## src/rtl/multicycle_sequencer_if.sv

```systemverilog
// Control/handshake bundle between the multicycle sequencer and the
// decoder, datapath and memory ports.
interface multicycle_sequencer_if #(
  parameter int CNT_W = 32
);
  logic [6:0]       opcode;
  logic             dec_reg_write;
  logic             dec_mem_write;
  logic             branch_taken;
  logic             imem_ack;
  logic             dmem_ack;
  logic             imem_req;
  logic             ir_write;
  logic             dmem_req;
  logic             dmem_we;
  logic             alu_out_we;
  logic             rf_we;
  logic             pc_write;
  logic             pc_src;
  logic [2:0]       state;
  logic             halted;
  logic             trap;
  logic [1:0]       trap_cause;
  logic [CNT_W-1:0] retired;

  // The sequencer drives the strobes and the status outputs.
  modport master (
    input  opcode, dec_reg_write, dec_mem_write, branch_taken, imem_ack, dmem_ack,
    output imem_req, ir_write, dmem_req, dmem_we, alu_out_we, rf_we, pc_write,
           pc_src, state, halted, trap, trap_cause, retired
  );

  modport slave (
    output opcode, dec_reg_write, dec_mem_write, branch_taken, imem_ack, dmem_ack,
    input  imem_req, ir_write, dmem_req, dmem_we, alu_out_we, rf_we, pc_write,
           pc_src, state, halted, trap, trap_cause, retired
  );
endinterface

```

## src/rtl/multicycle_sequencer.sv

```systemverilog
// Multicycle RV32I controller: steps FETCH/DECODE/EXEC/MEM/WB, gates the
// decoder's write enables by phase, and reports halt/trap/retired status.
module multicycle_sequencer #(
  parameter int MEM_TIMEOUT = 16,
  parameter int CNT_W       = 32
) (
  input  logic clk,
  input  logic rst_n,
  multicycle_sequencer_if.master bus
);
  localparam int TW = (MEM_TIMEOUT > 0) ? $clog2(MEM_TIMEOUT + 1) : 1;
  localparam logic [TW-1:0] TO_MAX = TW'(MEM_TIMEOUT);

  typedef enum logic [2:0] {
    S_FETCH  = 3'd0,
    S_DECODE = 3'd1,
    S_EXEC   = 3'd2,
    S_MEM    = 3'd3,
    S_WB     = 3'd4,
    S_HALT   = 3'd5,
    S_TRAP   = 3'd6
  } state_t;

  state_t           state_q, state_d;
  logic [TW-1:0]    cnt_q, cnt_d, cnt_inc;
  logic [CNT_W-1:0] retired_q, retired_d;
  logic             halted_q, halted_d;
  logic             trap_q, trap_d;
  logic [1:0]       cause_q, cause_d;
  logic             timeout_hit;

  logic is_load, is_store, is_branch, is_jal, is_jalr;
  logic is_lui, is_auipc, is_op, is_opimm, is_system, is_legal;

  logic imem_req, ir_write, dmem_req, dmem_we, alu_out_we, rf_we, pc_write, pc_src;

  assign is_load   = (bus.opcode == 7'b0000011);
  assign is_store  = (bus.opcode == 7'b0100011);
  assign is_branch = (bus.opcode == 7'b1100011);
  assign is_jal    = (bus.opcode == 7'b1101111);
  assign is_jalr   = (bus.opcode == 7'b1100111);
  assign is_lui    = (bus.opcode == 7'b0110111);
  assign is_auipc  = (bus.opcode == 7'b0010111);
  assign is_op     = (bus.opcode == 7'b0110011);
  assign is_opimm  = (bus.opcode == 7'b0010011);
  assign is_system = (bus.opcode == 7'b1110011);
  assign is_legal  = is_load | is_store | is_branch | is_jal | is_jalr | is_lui |
                     is_auipc | is_op | is_opimm | is_system;

  // Saturating wait counter; the trap fires on the cycle it would reach the limit.
  assign cnt_inc     = (cnt_q == TO_MAX) ? cnt_q : cnt_q + 1'b1;
  assign timeout_hit = (MEM_TIMEOUT != 0) && (cnt_inc == TO_MAX);

  always_comb begin
    state_d    = state_q;
    cnt_d      = cnt_q;
    retired_d  = retired_q;
    halted_d   = halted_q;
    trap_d     = trap_q;
    cause_d    = cause_q;
    imem_req   = 1'b0;
    ir_write   = 1'b0;
    dmem_req   = 1'b0;
    dmem_we    = 1'b0;
    alu_out_we = 1'b0;
    rf_we      = 1'b0;
    pc_write   = 1'b0;
    pc_src     = 1'b0;
    unique case (state_q)
      S_FETCH: begin
        imem_req = 1'b1;
        if (bus.imem_ack) begin
          ir_write = 1'b1;
          cnt_d    = '0;
          state_d  = S_DECODE;
        end else begin
          cnt_d = cnt_inc;
          if (timeout_hit) begin
            state_d = S_TRAP;
            trap_d  = 1'b1;
            cause_d = 2'd2;
          end
        end
      end
      S_DECODE: begin
        if (!is_legal) begin
          state_d = S_TRAP;
          trap_d  = 1'b1;
          cause_d = 2'd1;
        end else if (is_system) begin
          state_d  = S_HALT;
          halted_d = 1'b1;
        end else begin
          state_d = S_EXEC;
        end
      end
      S_EXEC: begin
        alu_out_we = 1'b1;
        cnt_d      = '0;
        if (is_branch) begin
          pc_write  = 1'b1;
          pc_src    = bus.branch_taken;
          retired_d = retired_q + 1'b1;
          state_d   = S_FETCH;
        end else if (is_load || is_store) begin
          state_d = S_MEM;
        end else begin
          state_d = S_WB;
        end
      end
      S_MEM: begin
        dmem_req = 1'b1;
        dmem_we  = bus.dec_mem_write & is_store;
        if (bus.dmem_ack) begin
          cnt_d = '0;
          if (is_store) begin
            pc_write  = 1'b1;
            retired_d = retired_q + 1'b1;
            state_d   = S_FETCH;
          end else begin
            state_d = S_WB;
          end
        end else begin
          cnt_d = cnt_inc;
          if (timeout_hit) begin
            state_d = S_TRAP;
            trap_d  = 1'b1;
            cause_d = 2'd3;
          end
        end
      end
      S_WB: begin
        rf_we     = bus.dec_reg_write;
        pc_write  = 1'b1;
        pc_src    = is_jal | is_jalr;
        retired_d = retired_q + 1'b1;
        state_d   = S_FETCH;
      end
      S_HALT:  state_d = S_HALT;
      S_TRAP:  state_d = S_TRAP;
      default: state_d = S_FETCH;
    endcase
  end

  always_ff @(posedge clk or negedge rst_n) begin
    if (!rst_n) begin
      state_q   <= S_FETCH;
      cnt_q     <= '0;
      retired_q <= '0;
      halted_q  <= 1'b0;
      trap_q    <= 1'b0;
      cause_q   <= 2'd0;
    end else begin
      state_q   <= state_d;
      cnt_q     <= cnt_d;
      retired_q <= retired_d;
      halted_q  <= halted_d;
      trap_q    <= trap_d;
      cause_q   <= cause_d;
    end
  end

  assign bus.imem_req   = imem_req;
  assign bus.ir_write   = ir_write;
  assign bus.dmem_req   = dmem_req;
  assign bus.dmem_we    = dmem_we;
  assign bus.alu_out_we = alu_out_we;
  assign bus.rf_we      = rf_we;
  assign bus.pc_write   = pc_write;
  assign bus.pc_src     = pc_src;
  assign bus.state      = state_q;
  assign bus.halted     = halted_q;
  assign bus.trap       = trap_q;
  assign bus.trap_cause = cause_q;
  assign bus.retired    = retired_q;
endmodule

```

## src/flat_wrapper.sv

```systemverilog
// flat-port wrapper written by rule: the top's interface ports become plain ports
module multicycle_sequencer_flat 
#(
  parameter int MEM_TIMEOUT = 16,
  parameter int CNT_W       = 32
)
  (clk, rst_n, bus_opcode, bus_dec_reg_write, bus_dec_mem_write, bus_branch_taken, bus_imem_ack, bus_dmem_ack, bus_imem_req, bus_ir_write, bus_dmem_req, bus_dmem_we, bus_alu_out_we, bus_rf_we, bus_pc_write, bus_pc_src, bus_state, bus_halted, bus_trap, bus_trap_cause, bus_retired);
  multicycle_sequencer_if #(.CNT_W(CNT_W)) bus_i ();
  input  logic clk;
  input  logic rst_n;
  input wire logic [$bits(bus_i.opcode)-1:0] bus_opcode;
  input wire logic [$bits(bus_i.dec_reg_write)-1:0] bus_dec_reg_write;
  input wire logic [$bits(bus_i.dec_mem_write)-1:0] bus_dec_mem_write;
  input wire logic [$bits(bus_i.branch_taken)-1:0] bus_branch_taken;
  input wire logic [$bits(bus_i.imem_ack)-1:0] bus_imem_ack;
  input wire logic [$bits(bus_i.dmem_ack)-1:0] bus_dmem_ack;
  output wire logic [$bits(bus_i.imem_req)-1:0] bus_imem_req;
  output wire logic [$bits(bus_i.ir_write)-1:0] bus_ir_write;
  output wire logic [$bits(bus_i.dmem_req)-1:0] bus_dmem_req;
  output wire logic [$bits(bus_i.dmem_we)-1:0] bus_dmem_we;
  output wire logic [$bits(bus_i.alu_out_we)-1:0] bus_alu_out_we;
  output wire logic [$bits(bus_i.rf_we)-1:0] bus_rf_we;
  output wire logic [$bits(bus_i.pc_write)-1:0] bus_pc_write;
  output wire logic [$bits(bus_i.pc_src)-1:0] bus_pc_src;
  output wire logic [$bits(bus_i.state)-1:0] bus_state;
  output wire logic [$bits(bus_i.halted)-1:0] bus_halted;
  output wire logic [$bits(bus_i.trap)-1:0] bus_trap;
  output wire logic [$bits(bus_i.trap_cause)-1:0] bus_trap_cause;
  output wire logic [$bits(bus_i.retired)-1:0] bus_retired;
  assign bus_i.opcode = bus_opcode;
  assign bus_i.dec_reg_write = bus_dec_reg_write;
  assign bus_i.dec_mem_write = bus_dec_mem_write;
  assign bus_i.branch_taken = bus_branch_taken;
  assign bus_i.imem_ack = bus_imem_ack;
  assign bus_i.dmem_ack = bus_dmem_ack;
  assign bus_imem_req = bus_i.imem_req;
  assign bus_ir_write = bus_i.ir_write;
  assign bus_dmem_req = bus_i.dmem_req;
  assign bus_dmem_we = bus_i.dmem_we;
  assign bus_alu_out_we = bus_i.alu_out_we;
  assign bus_rf_we = bus_i.rf_we;
  assign bus_pc_write = bus_i.pc_write;
  assign bus_pc_src = bus_i.pc_src;
  assign bus_state = bus_i.state;
  assign bus_halted = bus_i.halted;
  assign bus_trap = bus_i.trap;
  assign bus_trap_cause = bus_i.trap_cause;
  assign bus_retired = bus_i.retired;
  multicycle_sequencer #(.MEM_TIMEOUT(MEM_TIMEOUT), .CNT_W(CNT_W)) u_core (.clk(clk), .rst_n(rst_n), .bus(bus_i));
endmodule
```

## config.mk

```make
export PLATFORM = sky130hd
export DESIGN_NAME = multicycle_sequencer_flat
export DESIGN_NICKNAME = d
export VERILOG_FILES = /design/src/rtl/multicycle_sequencer_if.sv /design/src/rtl/multicycle_sequencer.sv /design/src/flat_wrapper.sv
export SDC_FILE = /design/constraint.sdc
export NUM_CORES = 1
export LEC_CHECK = 0
export CAP_MARGIN = 20
export CORE_ASPECT_RATIO = 1.4
export CORE_UTILIZATION = 40
export DETAILED_ROUTE_END_ITERATION = 10
export PLACE_DENSITY = 0.74
export SYNTH_ARGS = -nofsm -noshare
export SYNTH_HDL_FRONTEND = slang
export SYNTH_SLANG_ARGS = --single-unit
```

## constraint.sdc

```tcl
create_clock -name clk -period 1.86 [get_ports clk]
set_input_delay 0.372 -clock clk [delete_from_list [all_inputs] [get_ports clk]]
set_output_delay 0.372 -clock clk [all_outputs]
set_load 0.02 [all_outputs]
```

==> Yosys cells after proc, flatten, opt, wreduce, memory -nomap -nowiden <==
Cells that the tools add are included.
{ "classes": {"eq_ne": 26, "reduce_logical": 9, "muxes": 41, "n_bitwise": 11, "add_sub_neg": 2} }
{ "op_table": {"columns": ["op", "count"], "rows": [
  ["32-bit 2-to-1 mux", 3],
  ["32-bit one-hot mux with 3 select lines", 1],
  ["32-bit by 1-bit adder with 32-bit output, second input constant", 1],
  ["7-bit == test, second input constant", 4],
  ["3-bit 2-to-1 mux", 8],
  ["7-bit by 6-bit == test with 1-bit output, second input constant", 3],
  ["3-bit one-hot mux with 6 select lines", 1],
  ["1-bit 2-to-1 mux", 15],
  ["5-bit 2-to-1 mux", 3],
  ["5-bit one-hot mux with 3 select lines", 1],
  ["7-bit by 5-bit == test with 1-bit output, second input constant", 2],
  ["5-bit == test, second input constant", 2],
  ["2-bit 2-to-1 mux", 5],
  ["1-bit bitwise OR", 10],
  ["3-bit == test, second input constant", 3],
  ["3-bit nonzero test", 3],
  ["2-bit by 1-bit inequality test with 1-bit output, second input constant", 4],
  ["2-bit inequality test, second input constant", 4],
  ["4-bit AND reduction", 2],
  ["7-bit by 2-bit == test with 1-bit output, second input constant", 1],
  ["3-bit by 2-bit == test with 1-bit output, second input constant", 2],
  ["1-bit one-hot mux with 3 select lines", 2],
  ["2-bit one-hot mux with 3 select lines", 1],
  ["6-bit AND reduction", 1],
  ["other kinds (7)", 7]
]} }
{ "word_totals": {"reg_bits": 44, "elab_cells": 95, "inputBits": 14} }

==> Depth between registers and ports, before layout <==
{ "logic_depth": {"ltp_word": 12, "ltp_mapped": 7, "ltp_nobuf": 7} }

==> Worst setup path before layout <==
No wires, ideal clock.
{ "synth_timing": {"path_kind": "register to output", "startpoint": "register u_core.state_q[1] (netlist: u_core.bus.state[1])", "endpoint": "output port bus_dmem_we", "path_slack_ps": -254, "path_buffers": 1, "arrival_ps": 1742, "required_ps": 1488, "stages_incl_launch_ff": 5, "path_cell_list": "dfrtp_1 buf_4 nor2b_2 nand3_1 nor4b_1"} }
{ "synth_between": {"elab_chain_cells": 2} }
{ "synth_lines": {"columns": ["element", "line", "rtl"], "rows": [
  ["start: declaration", "multicycle_sequencer.sv:24", "state_t state_q, state_d;"],
  ["start signal: assignment", "multicycle_sequencer.sv:154", "state_q <= state_d;"],
  ["3-bit by 2-bit == test with 1-bit output", "multicycle_sequencer.sv:69", "unique case (state_q)"],
  ["1-bit 2-to-1 mux", "multicycle_sequencer.sv:69", null],
  ["end: declaration", "flat_wrapper.sv:20", "output wire logic [$bits(bus_i.dmem_we)-1:0] bus_dmem_we;"]
]} }
Every way passes these cells.

==> Final worst setup path <==
{ "layout_timing": {"startpoint": "register u_core.state_q[0] (netlist: u_core.bus.state[0])", "endpoint": "output port bus_pc_write"} }
{ "layout_between": {"elab_chain_cells": 2} }
{ "layout_lines": {"columns": ["element", "line", "rtl"], "rows": [
  ["3-bit == test / 3-bit by 2-bit == test with 1-bit output (equally long branches)", "multicycle_sequencer.sv:69", null],
  ["1-bit one-hot mux with 3 select lines *", "multicycle_sequencer.sv:69", null],
  ["end: declaration", "flat_wrapper.sv:23", "output wire logic [$bits(bus_i.pc_write)-1:0] bus_pc_write;"]
]} }
Every way passes the cells marked *; elsewhere a longest branch is shown, timed or not.

==> results by group <==
Timing
  • Min cycle time layout: 1.92 ns
  • Hold Violations, Final: 15
  • Setup ws final: -0.0649 ns
  • Period utilization: 103%
  • Smallest hold slack: -0.00605 ns
  • Max Freq: 520 MHz
  • RSZ-0062 raised after global routing: yes
  • Clock Skews: 0.00513 ns
  • Final setup viols: 1
  • Normalized max-slew margin: 72.1%
  • Slew @ Worst Pin: 0.418 ns
  • Max Slew Vio Count: 0
  • Setup TNS: -0.0649 ns

Setup path
  • Worst Setup SP: u_core.bus.state[0]
  • WP data required: 1.49 ns
  • Reg2reg setup slack: 0.04 ns
  • R2R Path End: u_core.bus.retired[31]
  • WP depth: 4
  • Worst path bufs/invs: 1
  • Crit path cell chain: and3b_1, o2111a_2, or2_4, buf_6
  • FF-to-FF path depth: 8
  • Worst reg2reg path startpoint: u_core.bus.state[0]
  • Slowest-stage cell, CP: dfrtp_2
  • Worst Path Max Fanout: 5
  • CP delay by family, top: flip-flops
  • Setup crit end kind: primary output
  • Startpoint types: flip-flop
  • Worst Setup EP: bus_pc_write
  • Crit-path max cell delay: 0.45 ns
  • Setup Crit Path Kind: reg2out
  • CP arrival: 1.55 ns

Layout
  • Multi-input gate area: 1370 um^2
  • Layout cells sized above 1: 28.6%
  • Fillers: 501
  • Final net count: 373
  • Ant diodes: 0
  • Final Instance Area: 3690 um^2
  • Area delta synth->final: 50.6%
  • Register Area: 1100 um^2

Detailed routing
  • Detail Route Antenna Nets: 0
  • Drt wl/cell: 14.7 um
  • Starting DRT DRC Count: 111
  • DR vias: 2226
  • Drt pass-1 iters: 4
  • Vias per inst: 5.21
  • Residual DRC: 0
  • WL final: 6.28 mm

Logic synthesis
  • Sequential fraction of the synthesis area: 45.0%
  • Syn_nets: 260
  • Post-synth EDFFs: 0
  • Cells after Synth: 243
  • Syn_area_per_cell: 10.1 um^2
  • Syn. warnings: 0
  • Main flop type after synthesis: dfrtp_1
  • Post-synthesis register bit count: 44
  • Async SR Flop Fraction: 100%
  • Netlist cell types: 53
  • Mapped cell area: 2450 um^2

Pwr
  • Sw Ratio: 37.6%
  • Logic pwr share: 48.0%
  • Pint: 2.35 mW
  • Clock power frac: 19.5%
  • Net Switching: 1.42 mW
  • VDD IR-drop max: 0.000636 V
  • Pleak: 1.75 nW
  • Seq pwr share: 32.5%
  • PwrDens: 1020 nW/um^2
  • Final Total Pwr: 3.77 mW

Global route
  • GR Overflow Total: 0
  • Global-route wire length before repair: 9.76 mm
  • Largest net degree at the start of global routing: 30
  • Number of global-route vias before repair: 2092
  • Initial antenna violation count: 0
  • Tot GR Track Use: 20.3%

Floorplanning
  • Core area: 5860 um^2
  • I/O pin count: 61
  • Initial Utilization: 41.8%
  • DIE AREA: 6440 um^2
  • Die X: 68.1 um
  • Die span in y: 94.6 um
  • Std-Cell Rows: 33

Placement
  • Post-place setup slack: -0.690 ns
  • Gpl congestion: 0.857
  • Dpl hpwl: 4.66 mm
  • Dpl cell area: 3460 um^2
  • Port Buf Inserts: 60

Clock network
  • Maximum clock path buffer count: 2
  • Inserted Clock Buffers: 5
  • Clock sink count: 44
  • Latest clock arrival within the worst-skew pair: 0.30 ns
  • CTS root buf: clkbuf_8
  • TritonCTS clock tree: yes
  • H-tree Lvls: 2
  • Clk slew on worst S/H paths: 0.08 ns

Run
  • Max cap viols: 0

Outcome
  • Status: finished, violations left
  • Failing checks: hold timing, setup timing

Worst hold path
  • Worst min-delay path category: in2async
[kinds of logic after synthesis]
group | after synthesis | share of synthesized area (%)
xor gates and xnor gates | 34 | 12.2
AOI/OAI and AO/OA | 34 | 11.0
buffers and inverters | 19 | 3.88
and+or+nand+nor | 106 | 25.1
muxes | 2 | 0.920
adders and majority gates | 4 | 1.94
DFF | 44 | 45.0
[flip-flops by register name, summed over array words and instances (netlist names)]
register,count
u_core.cnt_q,5
u_core.bus.retired,32
u_core.bus.state,3
u_core.bus.trap_cause,2
u_core.bus.halted,1
u_core.bus.trap,1
[area by class of cell]
type | instances | area share (%)
well taps | 70 | 2.37
clock buffers | 6 | 1.97
multi-input cells | 180 | 37.0
flip-flops and latches | 44 | 29.9
repair buffers | 113 | 26.6
clock inverters | 2 | 0.950
inverters | 12 | 1.22
[how the worst min path moves through the flow]
| stage | end | slack, ns | cells after the start |
|---|---|---|---|
| floorplan | u_core.bus.halted | 0.08 | 0 |
| global placement | u_core.bus.state[0] | 0.32 | 1 |
| detailed placement | u_core.bus.state[0] | 0.33 | 1 |
| CTS | u_core.bus.trap_cause[0] | 0.009 | 1 |
| global route | u_core.bus.retired[31] | 0.02 | 1 |
| finish | u_core.bus.trap_cause[0] | -0.006 | 1 |
[metal layers]
layer  global-route usage [%]  up-vias  wire length (um)
met4                     6.42        0               102
met5                        0        -                 0
li1                         -     1076                 -
met3                     3.50       10               211
met1                     23.6     1093              2610
met2                     36.5       47              3360
[Yosys cell counts, types with 2 or more instances]
| cell | instances | area, um^2 |
|---|---|---|
| buf_6 | 2 | 22.5 |
| o21ai_0 | 3 | 15.0 |
| and3_1 | 3 | 18.8 |
| dfrtp_1 | 44 | 1100 |
| nand2b_1 | 3 | 18.8 |
| a22o_1 | 4 | 35.0 |
| xor2_1 | 20 | 175 |
| a32oi_1 | 2 | 17.5 |
| nor4_4 | 2 | 42.5 |
| nand2_1 | 21 | 78.8 |
| o22ai_1 | 4 | 25.0 |
| a21oi_1 | 6 | 30.0 |
| and2_1 | 5 | 31.3 |
| nor3_1 | 11 | 55.1 |
| xnor2_1 | 14 | 123 |
| nand4_1 | 7 | 43.8 |
| mux2_2 | 2 | 22.5 |
| ha_1 | 3 | 37.5 |
| and3b_1 | 2 | 17.5 |
| nor3b_1 | 2 | 15.0 |
| inv_1 | 12 | 45.0 |
| nor2_1 | 17 | 63.8 |
| nor4_1 | 2 | 12.5 |
| nand3_1 | 13 | 65.1 |
| o211a_1 | 2 | 20.0 |
| nor2b_1 | 7 | 43.8 |
| buf_2 | 4 | 20.0 |
[cells in the final DEF (no fill, tap or decap), drive strengths merged, types with 2 or more instances in the layout]
| master | netlist | routed |
|---|---|---|
| and3 | 3 | 3 |
| and3b | 2 | 2 |
| ha | 3 | 3 |
| nand4 | 7 | 7 |
| a22o | 4 | 4 |
| o22ai | 4 | 4 |
| a32oi | 2 | 2 |
| nor2 | 17 | 17 |
| dlymetal6s2s | 0 | 2 |
| o21ai | 4 | 4 |
| o211a | 2 | 2 |
| clkdlybuf4s50 | 0 | 41 |
| xnor2 | 14 | 14 |
| and2 | 5 | 5 |
| inv | 12 | 12 |
| nor3b | 3 | 3 |
| nand2 | 21 | 21 |
| dlygate4sd2 | 0 | 8 |
| o211ai | 2 | 2 |
| nor2b | 8 | 8 |
| xor2 | 20 | 20 |
| mux2 | 2 | 2 |
| nand2b | 3 | 3 |
| nor3 | 12 | 12 |
| nand3 | 15 | 15 |
| dfrtp | 44 | 44 |
| clkbuf | 0 | 9 |
| nor4 | 4 | 4 |
| a21oi | 6 | 6 |
| buf | 7 | 59 |
[repair_timing]
| item | 4_1_cts | 5_1_grt |
|---|---|---|
| resized for setup | 45 | 22 |
| setup endpoints to repair | 38 | 23 |
| setup buffers | 2 | 5 |
| hold buffers | 0 | 0 |
| gates cloned | 0 | 0 |
| pin swaps | 7 | 5 |
[stage by stage]
step / std cells / util, %
6_report: 427 / 62.9
4_1_cts: 422 / 61.0
2_1_floorplan: 243 / -
3_5_place_dp: 412 / 59.0
3_3_place_gp: 412 / 59.0
5_1_grt: 427 / 62.9
[power by group through the flow]
stage | registers (mW) | logic (mW) | clock network [mW]
6_report | 1.22 | 1.81 | 0.736
5_1_grt | 1.24 | 1.94 | 0.777
4_1_cts | 1.23 | 1.71 | 0.742
3_5_place_dp | 1.24 | 1.69 | 0
3_3_place_gp | 1.23 | 1.65 | 0
2_1_floorplan | 1.35 | 0.769 | 0
Note: power is estimated with default switching activity, not from simulation.
